<file path="config.mk">
export PLATFORM = sky130hd
export DESIGN_NAME = apb4_gpio_irq_flat
export DESIGN_NICKNAME = d
export VERILOG_FILES = /design/src/rtl/apb4_gpio_irq_pkg.sv /design/src/rtl/apb4_gpio_irq_if.sv /design/src/rtl/apb4_gpio_irq_filter.sv /design/src/rtl/apb4_gpio_irq.sv /design/src/flat_wrapper.sv
export SDC_FILE = /design/constraint.sdc
export NUM_CORES = 1
export LEC_CHECK = 0
export BUFFER_PORTS_ARGS = -buffer_cell sky130_fd_sc_hd__buf_2
export CAP_MARGIN = 40
export CORE_MARGIN = 2
export CORE_UTILIZATION = 45
export DETAILED_ROUTE_END_ITERATION = 6
export PLACE_DENSITY = 0.67
export REMOVE_ABC_BUFFERS = 1
export SLEW_MARGIN = 0
export SYNTH_ARGS = -nofsm -noshare
export SYNTH_HDL_FRONTEND = slang
export SYNTH_SLANG_ARGS = --single-unit
</file>
<file path="constraint.sdc">
create_clock -name clk_i -period 3.5 [get_ports clk_i]
set_clock_uncertainty 0.05 [all_clocks]
set_input_delay 0.525 -clock clk_i [delete_from_list [all_inputs] [get_ports clk_i]]
set_output_delay 0.525 -clock clk_i [all_outputs]
set_load 0.03 [all_outputs]
</file>
<file path="src/rtl/apb4_gpio_irq_pkg.sv">
// Shared register map and decode helper for the APB4 GPIO with interrupts.
package gpio_irq_pkg;

    localparam int OFS_W = 4;

    // Word offsets, taken from paddr[5:2]
    localparam logic [OFS_W-1:0] GPIO_DIR     = 4'h0;
    localparam logic [OFS_W-1:0] GPIO_OUT     = 4'h1;
    localparam logic [OFS_W-1:0] GPIO_IN      = 4'h2;
    localparam logic [OFS_W-1:0] GPIO_OUTSET  = 4'h3;
    localparam logic [OFS_W-1:0] GPIO_OUTCLR  = 4'h4;
    localparam logic [OFS_W-1:0] GPIO_INTEN   = 4'h5;
    localparam logic [OFS_W-1:0] GPIO_INTTYPE = 4'h6;
    localparam logic [OFS_W-1:0] GPIO_INTPOL  = 4'h7;
    localparam logic [OFS_W-1:0] GPIO_INTSTAT = 4'h8;
    localparam logic [OFS_W-1:0] GPIO_DBCEN   = 4'h9;
    localparam logic [OFS_W-1:0] GPIO_DBCDIV  = 4'hA;

    typedef enum logic [OFS_W-1:0] {
        REG_DIR     = 4'h0,
        REG_OUT     = 4'h1,
        REG_IN      = 4'h2,
        REG_OUTSET  = 4'h3,
        REG_OUTCLR  = 4'h4,
        REG_INTEN   = 4'h5,
        REG_INTTYPE = 4'h6,
        REG_INTPOL  = 4'h7,
        REG_INTSTAT = 4'h8,
        REG_DBCEN   = 4'h9,
        REG_DBCDIV  = 4'hA,
        REG_NONE    = 4'hF
    } reg_idx_e;

    // Offsets past the last register collapse to REG_NONE
    function automatic reg_idx_e reg_decode(input logic [OFS_W-1:0] ofs);
        if (ofs > GPIO_DBCDIV) return REG_NONE;
        return reg_idx_e'(ofs);
    endfunction

endpackage

</file>
<file path="src/rtl/apb4_gpio_irq_if.sv">
// APB4 slave-side signal bundle for the GPIO block.
interface apb4_gpio_irq_if;
    logic [11:0] paddr_i;
    logic        psel_i;
    logic        penable_i;
    logic        pwrite_i;
    logic [31:0] pwdata_i;
    logic [3:0]  pstrb_i;
    logic [31:0] prdata_o;
    logic        pready_o;
    logic        pslverr_o;

    modport slave (
        input  paddr_i, psel_i, penable_i, pwrite_i, pwdata_i, pstrb_i,
        output prdata_o, pready_o, pslverr_o
    );

    modport master (
        output paddr_i, psel_i, penable_i, pwrite_i, pwdata_i, pstrb_i,
        input  prdata_o, pready_o, pslverr_o
    );
endinterface

</file>
<file path="src/rtl/apb4_gpio_irq_filter.sv">
// One pin: synchroniser, optional two-tick debounce, edge detect.
module gpio_irq_filter #(
    parameter int SYNC_STAGES = 2
) (
    input  logic clk_i,
    input  logic rst_n_i,
    input  logic pin,
    input  logic tick,
    input  logic dbc_en,
    output logic filt,
    output logic rise,
    output logic fall
);

    logic [SYNC_STAGES-1:0] sync_q;
    logic                   sync;
    logic                   hist;
    logic                   prev;

    assign sync = sync_q[SYNC_STAGES-1];

    // Metastability chain for the asynchronous pad
    always_ff @(posedge clk_i or negedge rst_n_i) begin
        if (!rst_n_i) sync_q <= '0;
        else          sync_q <= {sync_q[SYNC_STAGES-2:0], pin};
    end

    // Debounce: accept a new level only after two equal tick samples
    always_ff @(posedge clk_i or negedge rst_n_i) begin
        if (!rst_n_i) begin
            hist <= 1'b0;
            filt <= 1'b0;
        end else if (!dbc_en) begin
            hist <= sync;
            filt <= sync;
        end else if (tick) begin
            hist <= sync;
            if (sync == hist) filt <= sync;
        end
    end

    // Previous filtered value for edge detection
    always_ff @(posedge clk_i or negedge rst_n_i) begin
        if (!rst_n_i) prev <= 1'b0;
        else          prev <= filt;
    end

    assign rise = filt & ~prev;
    assign fall = ~filt & prev;

endmodule

</file>
<file path="src/rtl/apb4_gpio_irq.sv">
// APB4 GPIO with per-pin debounce and edge/level interrupts.
module apb4_gpio_irq
    import gpio_irq_pkg::*;
#(
    parameter int GPIO_NUM    = 8,
    parameter int SYNC_STAGES = 2,
    parameter int DBC_DIV_W   = 16
) (
    input  logic                clk_i,
    input  logic                rst_n_i,
    apb4_gpio_irq_if.slave      apb,
    input  logic [GPIO_NUM-1:0] gpio_in_i,
    output logic [GPIO_NUM-1:0] gpio_out_o,
    output logic [GPIO_NUM-1:0] gpio_dir_o,
    output logic                irq_o
);

    logic [GPIO_NUM-1:0]  dir, out, inten, inttype, intpol, intstat, dbcen;
    logic [DBC_DIV_W-1:0] dbcdiv, cnt;
    logic [GPIO_NUM-1:0]  filt, rise, fall, evt, clr;
    logic [GPIO_NUM-1:0]  wmask, wbits;
    logic [DBC_DIV_W-1:0] dmask;
    logic [31:0]          bmask, rdata;
    logic                 access, bad, wr_en, tick;
    reg_idx_e             idx;
    logic                 unused_ok;

    // Bus decode: a bad access raises pslverr and changes nothing
    assign idx    = reg_decode(apb.paddr_i[5:2]);
    assign access = apb.psel_i & apb.penable_i;
    assign bad    = (idx == REG_NONE) || (apb.pwrite_i && idx == REG_IN);
    assign wr_en  = access & apb.pwrite_i & ~bad;

    assign bmask  = {{8{apb.pstrb_i[3]}}, {8{apb.pstrb_i[2]}},
                     {8{apb.pstrb_i[1]}}, {8{apb.pstrb_i[0]}}};
    assign wmask  = bmask[GPIO_NUM-1:0];
    assign wbits  = apb.pwdata_i[GPIO_NUM-1:0] & wmask;
    assign dmask  = bmask[DBC_DIV_W-1:0];

    assign apb.pready_o  = 1'b1;
    assign apb.pslverr_o = access & bad;
    assign apb.prdata_o  = (access && !apb.pwrite_i) ? rdata : '0;

    assign unused_ok = &{1'b0, apb.paddr_i, apb.pwdata_i, bmask};

    // Read mux; unused upper bits and write-only registers read 0
    always_comb begin
        rdata = '0;
        case (idx)
            REG_DIR:     rdata[GPIO_NUM-1:0]  = dir;
            REG_OUT:     rdata[GPIO_NUM-1:0]  = out;
            REG_IN:      rdata[GPIO_NUM-1:0]  = filt;
            REG_INTEN:   rdata[GPIO_NUM-1:0]  = inten;
            REG_INTTYPE: rdata[GPIO_NUM-1:0]  = inttype;
            REG_INTPOL:  rdata[GPIO_NUM-1:0]  = intpol;
            REG_INTSTAT: rdata[GPIO_NUM-1:0]  = intstat;
            REG_DBCEN:   rdata[GPIO_NUM-1:0]  = dbcen;
            REG_DBCDIV:  rdata[DBC_DIV_W-1:0] = dbcdiv;
            default:     rdata = '0;
        endcase
    end

    // Register file writes, honouring byte strobes
    always_ff @(posedge clk_i or negedge rst_n_i) begin
        if (!rst_n_i) begin
            dir     <= '0;
            out     <= '0;
            inten   <= '0;
            inttype <= '0;
            intpol  <= '0;
            dbcen   <= '0;
            dbcdiv  <= '0;
        end else if (wr_en) begin
            case (idx)
                REG_DIR:     dir     <= (dir & ~wmask) | wbits;
                REG_OUT:     out     <= (out & ~wmask) | wbits;
                REG_OUTSET:  out     <= out | wbits;
                REG_OUTCLR:  out     <= out & ~wbits;
                REG_INTEN:   inten   <= (inten & ~wmask) | wbits;
                REG_INTTYPE: inttype <= (inttype & ~wmask) | wbits;
                REG_INTPOL:  intpol  <= (intpol & ~wmask) | wbits;
                REG_DBCEN:   dbcen   <= (dbcen & ~wmask) | wbits;
                REG_DBCDIV:  dbcdiv  <= (dbcdiv & ~dmask) |
                                        (apb.pwdata_i[DBC_DIV_W-1:0] & dmask);
                default: ;
            endcase
        end
    end

    assign tick = (cnt == dbcdiv);

    // Debounce prescaler; a DBCDIV write restarts the count
    always_ff @(posedge clk_i or negedge rst_n_i) begin
        if (!rst_n_i)                        cnt <= '0;
        else if (wr_en && idx == REG_DBCDIV) cnt <= '0;
        else if (tick)                       cnt <= '0;
        else                                 cnt <= cnt + 1'b1;
    end

    for (genvar g = 0; g < GPIO_NUM; g++) begin : g_pin
        gpio_irq_filter #(.SYNC_STAGES(SYNC_STAGES)) u_filt (
            .clk_i  (clk_i),
            .rst_n_i(rst_n_i),
            .pin    (gpio_in_i[g]),
            .tick   (tick),
            .dbc_en (dbcen[g]),
            .filt   (filt[g]),
            .rise   (rise[g]),
            .fall   (fall[g])
        );
    end

    assign evt = (inttype & ((intpol & rise) | (~intpol & fall)))
               | (~inttype & ~(filt ^ intpol));
    assign clr = (wr_en && idx == REG_INTSTAT) ? wbits : '0;

    // Sticky status; a new event outranks a same-cycle clear
    always_ff @(posedge clk_i or negedge rst_n_i) begin
        if (!rst_n_i) intstat <= '0;
        else          intstat <= (intstat & ~clr) | evt;
    end

    // Combined interrupt, one cycle behind the status
    always_ff @(posedge clk_i or negedge rst_n_i) begin
        if (!rst_n_i) irq_o <= 1'b0;
        else          irq_o <= |(intstat & inten);
    end

    assign gpio_out_o = out;
    assign gpio_dir_o = dir;

endmodule

</file>
<file path="src/flat_wrapper.sv">
// flat-port wrapper written by rule: the top's interface ports become plain ports
module apb4_gpio_irq_flat import gpio_irq_pkg::*;
#(
    parameter int GPIO_NUM    = 8,
    parameter int SYNC_STAGES = 2,
    parameter int DBC_DIV_W   = 16
)
  (clk_i, rst_n_i, gpio_in_i, gpio_out_o, gpio_dir_o, irq_o, apb_paddr_i, apb_psel_i, apb_penable_i, apb_pwrite_i, apb_pwdata_i, apb_pstrb_i, apb_prdata_o, apb_pready_o, apb_pslverr_o);
  apb4_gpio_irq_if apb_i ();
  input  logic clk_i;
  input  logic rst_n_i;
  input  logic [GPIO_NUM-1:0] gpio_in_i;
  output logic [GPIO_NUM-1:0] gpio_out_o;
  output logic [GPIO_NUM-1:0] gpio_dir_o;
  output logic irq_o;
  input wire logic [$bits(apb_i.paddr_i)-1:0] apb_paddr_i;
  input wire logic [$bits(apb_i.psel_i)-1:0] apb_psel_i;
  input wire logic [$bits(apb_i.penable_i)-1:0] apb_penable_i;
  input wire logic [$bits(apb_i.pwrite_i)-1:0] apb_pwrite_i;
  input wire logic [$bits(apb_i.pwdata_i)-1:0] apb_pwdata_i;
  input wire logic [$bits(apb_i.pstrb_i)-1:0] apb_pstrb_i;
  output wire logic [$bits(apb_i.prdata_o)-1:0] apb_prdata_o;
  output wire logic [$bits(apb_i.pready_o)-1:0] apb_pready_o;
  output wire logic [$bits(apb_i.pslverr_o)-1:0] apb_pslverr_o;
  assign apb_i.paddr_i = apb_paddr_i;
  assign apb_i.psel_i = apb_psel_i;
  assign apb_i.penable_i = apb_penable_i;
  assign apb_i.pwrite_i = apb_pwrite_i;
  assign apb_i.pwdata_i = apb_pwdata_i;
  assign apb_i.pstrb_i = apb_pstrb_i;
  assign apb_prdata_o = apb_i.prdata_o;
  assign apb_pready_o = apb_i.pready_o;
  assign apb_pslverr_o = apb_i.pslverr_o;
  apb4_gpio_irq #(.GPIO_NUM(GPIO_NUM), .SYNC_STAGES(SYNC_STAGES), .DBC_DIV_W(DBC_DIV_W)) u_core (.clk_i(clk_i), .rst_n_i(rst_n_i), .apb(apb_i), .gpio_in_i(gpio_in_i), .gpio_out_o(gpio_out_o), .gpio_dir_o(gpio_dir_o), .irq_o(irq_o));
endmodule
</file>
==> results of run 1 <==
-- cell type report --
class / instances / area (sq um) / share of cell area
clock buffer: 19 / 443 / 0.0583
clock inverter: 13 / 209 / 0.0275
inverter: 10 / 37.5 / 0.00494
multi-input combinational: 432 / 3030 / 0.398
sequential: 129 / 3230 / 0.425
tap: 180 / 225 / 0.0296
timing repair buffer: 78 / 430 / 0.0566
-- worst max-delay path by stage --
stage,endpoint,slack (ns),cells past startpoint
2_1_floorplan,apb_prdata_o[4],1.18,5
3_3_place_gp,apb_prdata_o[4],0.62,7
3_5_place_dp,apb_prdata_o[5],0.53,7
4_1_cts,apb_prdata_o[5],0.53,7
5_1_grt,apb_prdata_o[5],0.39,7
6_report,apb_prdata_o[5],0.51,7
-- per-stage QoR --
| step | total power [mW] | area (sq um) | util |
|---|---|---|---|
| CTS | 4.34 | 7600 | 0.543 |
| finish | 4.31 | 7600 | 0.543 |
| global placement | 2.36 | 6950 | 0.497 |
| detailed placement | 2.39 | 6950 | 0.497 |
| global route | 4.48 | 7600 | 0.543 |
| floorplan | 2.15 | 6290 | - |
-- cell families after synthesis --
group / share of synthesized area
flip-flops: 0.497
XOR/XNOR: 0.0404
adder cells (fa/ha/maj): 0.00192
multiplexers: 0.135
AO/OA/AOI/OAI: 0.106
buffers and inverters: 0.0462
other: 0.00116
AND/OR/NAND/NOR: 0.173
-- cells in the mapped netlist, drive strengths merged, types with 3 or more instances --
cell,n,area share
nor2,46,0.027
a21oi,13,0.010
nor2b,14,0.013
a31oi,9,0.0087
and2,10,0.0096
a21boi,8,0.0092
nand3,31,0.025
dfrtp,129,0.50
mux2,65,0.12
mux2i,9,0.014
buf,40,0.039
a22oi,14,0.016
nor3b,3,0.0042
nand2,74,0.043
a221oi,4,0.0054
xor2,24,0.032
nor3,7,0.011
nor4,6,0.011
and3,4,0.0038
a21o,5,0.0058
xnor2,6,0.0081
nand4,7,0.010
o211ai,8,0.015
a22o,3,0.0040
nand2b,5,0.0048
inv,10,0.0058
o21ai,15,0.012
o311ai,8,0.011
-- critical path, delay by kind of cell --
family,cells,cell delay (ns)
AO/OA/AOI/OAI,3,0.51
buffers and inverters,2,0.69
AND/OR/NAND/NOR,2,0.67
-- power by group through the flow --
| stage | logic (mW) | registers, mW | clock network (mW) |
|---|---|---|---|
| floorplan | 0.335 | 1.82 | 0 |
| global placement | 0.554 | 1.81 | 0 |
| detailed placement | 0.571 | 1.82 | 0 |
| CTS | 0.574 | 1.79 | 1.98 |
| global route | 0.631 | 1.81 | 2.04 |
| finish | 0.569 | 1.79 | 1.95 |
-- per-layer routing --
| layer | share of wire | vias to the layer above | global-route usage |
|---|---|---|---|
| met5 | 0 | - | 0 |
| met4 | 0.029 | 0 | 0.0941 |
| met1 | 0.44 | 2358 | 0.284 |
| li1 | - | 2241 | - |
| met3 | 0.057 | 36 | 0.0499 |
| met2 | 0.48 | 167 | 0.345 |
==> results_dict.tcl, run 1 <==
set metrics [dict create \
    outcome "finished, final reports clean" \
    netlist_instances 598 \
    nFillCells 1220 \
    cpPeakStageDelay_ns 0.46 \
    gpl.final_weighted_congestion 0.872 \
    mostFrequentLayoutCell "sky130_fd_sc_hd__dfrtp_1" \
    timing.rr.end "u_core.g_pin[6].u_filt.hist" \
    critPathSlowestCell "sky130_fd_sc_hd__buf_2" \
    start_util 0.465 \
    hpwlAfterDp_mm 10.9 \
    static-leakage-power_nw 3.64 \
    path_cells "buf_2 > nand2b_1 > nor2_1 > a22oi_1 > a21o_1 > a21oi_1 > buf_2" \
    most-common-layout-cells "sky130_fd_sc_hd__dfrtp_1 (129), sky130_fd_sc_hd__nand2_1 (74), sky130_fd_sc_hd__buf_2 (67)" \
    path_common_cell "sky130_fd_sc_hd__buf_2" \
    synthToLayoutAreaGrowth_pct 16.9 \
    rsz0062_at_grt "false" \
    wl_per_cell_um 18.2 \
    core-area_sq_mm 0.0140 \
    power.share.sequential 0.416 \
    timing.final.crit_share 0.854 \
    routed_via_count 4802 \
    ys.warnings.count 0 \
    setup_crit_start_kind "input pin" \
    dp_cells 829 \
    synthFlopType "sky130_fd_sc_hd__dfrtp_1" \
    worstSkewPairLatency_ns 0.42 \
    number_of_antenna_violations_at_the_first_check_in_global_routing 0 \
    finish.net_count 730 \
    tritoncts "done" \
    r2r_setup_slack_ns 0.99 \
    antennaDiodeCount 0 \
    syn_avg_cell_area_sq_um 10.9 \
    setup_viol 0 \
    grt_max_degree 53 \
    min_period_ns 2.99 \
    worstHoldPathType "in2async" \
    worst_r2r_path_depth 6 \
    power.internal_mw 3.14 \
    criticalPathCategory "in2out" \
    final_layout_size_suffix_gt1_frac 0.270 \
    setup.worst_path.start "apb_paddr_i[5]" \
    overall_die_width_um 124 \
    dieHeight_um 124 \
    worst_hold_slack_ns 0.0995 \
    finalHoldViolCount 0 \
    yosysSeqAreaShare 0.497 \
    clock_power_share 0.452 \
    vias_per_cell 5.58 \
    setup_ws_ns 0.511 \
    cts-buffers-inserted 17 \
    comb_power_share 0.132 \
    vdd.ir_drop.worst_mv 0.365 \
    routed_wirelength_mm 15.6 \
    synth_async_sr_flop_share 1.00 \
    setup-tns-final_ns 0 \
    drt_pre_antenna_iters 5 \
    ctsHoldBuffers 0 \
    timing.max_cap.violations 0 \
    cp_data_required_time_ns 2.92 \
    netlist_area_sq_mm 0.00650 \
    netlist-cell-type-count 62 \
    fmax_mhz 335 \
    post-route-drc-count 0 \
    crit_arrival_ns 2.41 \
    globalRouteTotalUtil 0.217 \
    grt_pass1_wl_mm 24.8 \
    initial_drc_count 313 \
    clock_sink_count 129 \
    actual_slew_at_the_worst_max_slew_pin_ns 0.815 \
    cp-end-kind "output port" \
    grt_remaining_overflow 0 \
    floorplan.rows 43 \
    slew-limit-headroom 0.455 \
    cts_max_path_buffers 2 \
    cts-htree-levels 4 \
    synth-edff-count 0 \
    grt_pass1_vias 4754 \
    total_switching_power_mw 1.17 \
    clk_pin_slew_ns 0.06 \
    final_max_slew_viol_count 0 \
    r2r-start "u_core.cnt[10]" \
    detail-route-antenna-nets 0 \
    setup_fix_bufs_post_cts 0 \
    floorplan.die_area_sq_mm 0.0154 \
    path_max_fanout 29 \
    clk_root_buffer_cell "sky130_fd_sc_hd__clkbuf_16" \
    cts_repair_resize_count 0 \
    pre_cts_ws_ns 0.531 \
    instances_no_fill 861 \
    pin_count 112 \
    sw_frac_of_total 0.271 \
    io_buffers 68 \
    power-per-cell-area_mw_per_mm2 567 \
    yosys_register_bits 129 \
]
No activity file was read; power rests on OpenSTA's default activity.
==> inputs of run 2 (changes only) <==
--- a/config.mk
+++ b/config.mk
@@ -10,7 +10,7 @@
 export CORE_MARGIN = 2
 export CORE_UTILIZATION = 45
 export DETAILED_ROUTE_END_ITERATION = 6
-export PLACE_DENSITY = 0.67
+export PLACE_DENSITY_LB_ADDON = 0.12
 export REMOVE_ABC_BUFFERS = 1
 export SLEW_MARGIN = 0
 export SYNTH_ARGS = -nofsm -noshare
==> run 2 against run 1 <==
Non-clock buffer count did not move. Global-route usage rose by 0.73 points. Combinational power barely moved. Via count rose by 0.60%. Sequential power barely moved. Largest power group is now registers. Sequential cell count did not move. Final cell count did not move. First-iteration DRC count rose by 34%. Fmax rose by 4.5%. Core utilization fell by 0.38 points. Highest routed layer unchanged.
==> results_dict.tcl, run 2 (same netlist as run 1, synthesis figures left out) <==
set metrics [dict create \
    floorplan.die_area_sq_mm 0.0154 \
    wl_per_cell_um 18.7 \
    routed_via_count 4831 \
    ctsHoldBuffers 1 \
    static-leakage-power_nw 3.61 \
    gpl.final_weighted_congestion 0.856 \
    dp_cells 828 \
    final_max_slew_viol_count 0 \
    power-per-cell-area_mw_per_mm2 545 \
    slew-limit-headroom 0.448 \
    crit_arrival_ns 2.28 \
    criticalPathCategory "in2out" \
    path_max_fanout 18 \
    core-area_sq_mm 0.0140 \
    setup_fix_bufs_post_cts 0 \
    path_cells "buf_2 > nor2b_1 > and2_0 > a22oi_1 > a21o_1 > a21oi_1 > buf_2" \
    final_layout_size_suffix_gt1_frac 0.270 \
    rsz0062_at_grt "false" \
    grt_max_degree 92 \
    mostFrequentLayoutCell "sky130_fd_sc_hd__dfrtp_1" \
    overall_die_width_um 124 \
    path_common_cell "sky130_fd_sc_hd__buf_2" \
    fmax_mhz 350 \
    finalHoldViolCount 0 \
    cpPeakStageDelay_ns 0.40 \
    cp-end-kind "output port" \
    timing.final.crit_share 0.817 \
    drt_pre_antenna_iters 5 \
    most-common-layout-cells "sky130_fd_sc_hd__dfrtp_1 (129), sky130_fd_sc_hd__nand2_1 (74), sky130_fd_sc_hd__buf_2 (67)" \
    setup_viol 0 \
    post-route-drc-count 0 \
    cts-buffers-inserted 17 \
    actual_slew_at_the_worst_max_slew_pin_ns 0.822 \
    clk_root_buffer_cell "sky130_fd_sc_hd__clkbuf_16" \
    pin_count 112 \
    cp_data_required_time_ns 2.92 \
    min_period_ns 2.86 \
    routed_wirelength_mm 16.1 \
    grt_pass1_vias 4676 \
    start_util 0.465 \
    timing.max_cap.violations 0 \
    globalRouteTotalUtil 0.224 \
    critPathSlowestCell "sky130_fd_sc_hd__and2_0" \
    number_of_antenna_violations_at_the_first_check_in_global_routing 0 \
    grt_pass1_wl_mm 25.4 \
    detail-route-antenna-nets 0 \
    cts_max_path_buffers 2 \
    dieHeight_um 124 \
    worstHoldPathType "in2reg" \
    worstSkewPairLatency_ns 0.42 \
    setup_crit_start_kind "input pin" \
    grt_remaining_overflow 0 \
    floorplan.rows 43 \
    initial_drc_count 420 \
    synthToLayoutAreaGrowth_pct 16.1 \
    finish.net_count 730 \
    clock_sink_count 129 \
    vias_per_cell 5.61 \
    instances_no_fill 861 \
    clk_pin_slew_ns 0.06 \
    tritoncts "done" \
    cts_repair_resize_count 0 \
    antennaDiodeCount 0 \
    outcome "finished, final reports clean" \
    nFillCells 1236 \
    setup-tns-final_ns 0 \
    cts-htree-levels 4 \
    io_buffers 68 \
    vdd.ir_drop.worst_mv 0.464 \
    hpwlAfterDp_mm 11.1 \
]
run 2: cell count changes in the layout (fill, tap and decap cells not counted), sizes merged:
cell,before,now
inv,11,14
bufinv,5,2
clkinvlp,0,3
clkinv,7,6
buf,78,77
dlygate4sd3,0,1
clkbuf,19,17
run 2: layout make-up:
class,instances,area [sq um],share of cell area
repair buffers,78,444,0.0589
flip-flops and latches,129,3230,0.428
clock buffers,17,425,0.0564
multi-input cells,432,3030,0.401
clock inverters,15,159,0.0211
well taps,180,225,0.0298
inverters,10,37.5,0.00497
run 2: routing by layer:
| layer | GRT usage | up-vias | part of all wire |
|---|---|---|---|
| met5 | 0 | - | 0 |
| met4 | 0.0843 | 0 | 0.021 |
| met2 | 0.347 | 155 | 0.47 |
| li1 | - | 2241 | - |
| met1 | 0.305 | 2403 | 0.45 |
| met3 | 0.0554 | 32 | 0.057 |
run 2: through the flow:
stage,power (mW),cell area (sq um),hold slack [ns],setup WS [ns],util
after floorplan,2.15,6290,0.179,1.18,-
after global placement,2.37,6920,0.282,0.659,0.495
after detailed placement,2.39,6950,0.260,0.659,0.497
after CTS,4.16,7550,0.138,0.645,0.539
after global routing,4.32,7550,0.140,0.489,0.539
final,4.12,7550,0.154,0.641,0.539
run 2: worst paths after layout:
| path | slack, ns | to | depth (start not counted) | startpoint |
|---|---|---|---|---|
| setup / recovery | 0.64 | apb_prdata_o[4] | 7 | apb_paddr_i[4] |
| hold / removal | 0.15 | u_core.g_pin[2].u_filt.sync_q[0] | 1 | gpio_in_i[2] |
| setup reg to reg | 0.95 | u_core.g_pin[7].u_filt.hist | 6 | u_core.cnt[13] |
| hold reg to reg | 0.30 | u_core.g_pin[3].u_filt.sync_q[1] | 0 | u_core.g_pin[3].u_filt.sync_q[0] |
| max in group asynchronous | 2.07 | u_core.g_pin[4].u_filt.hist | 4 | rst_n_i |
| min in group asynchronous | 0.40 | asynchronous set/reset pin | 2 | rst_n_i |
run 2: critical path, delay by kind of cell:
kind / cells / cell delay, ns
buf+inv: 2 / 0.57
simple gates: 2 / 0.68
compound gates: 3 / 0.50
run 2: where the power goes:
group / switching [mW] / internal, mW
sequential: 0.159 / 1.64
clock: 0.697 / 1.05
combinational: 0.346 / 0.224
total: 1.20 / 2.91
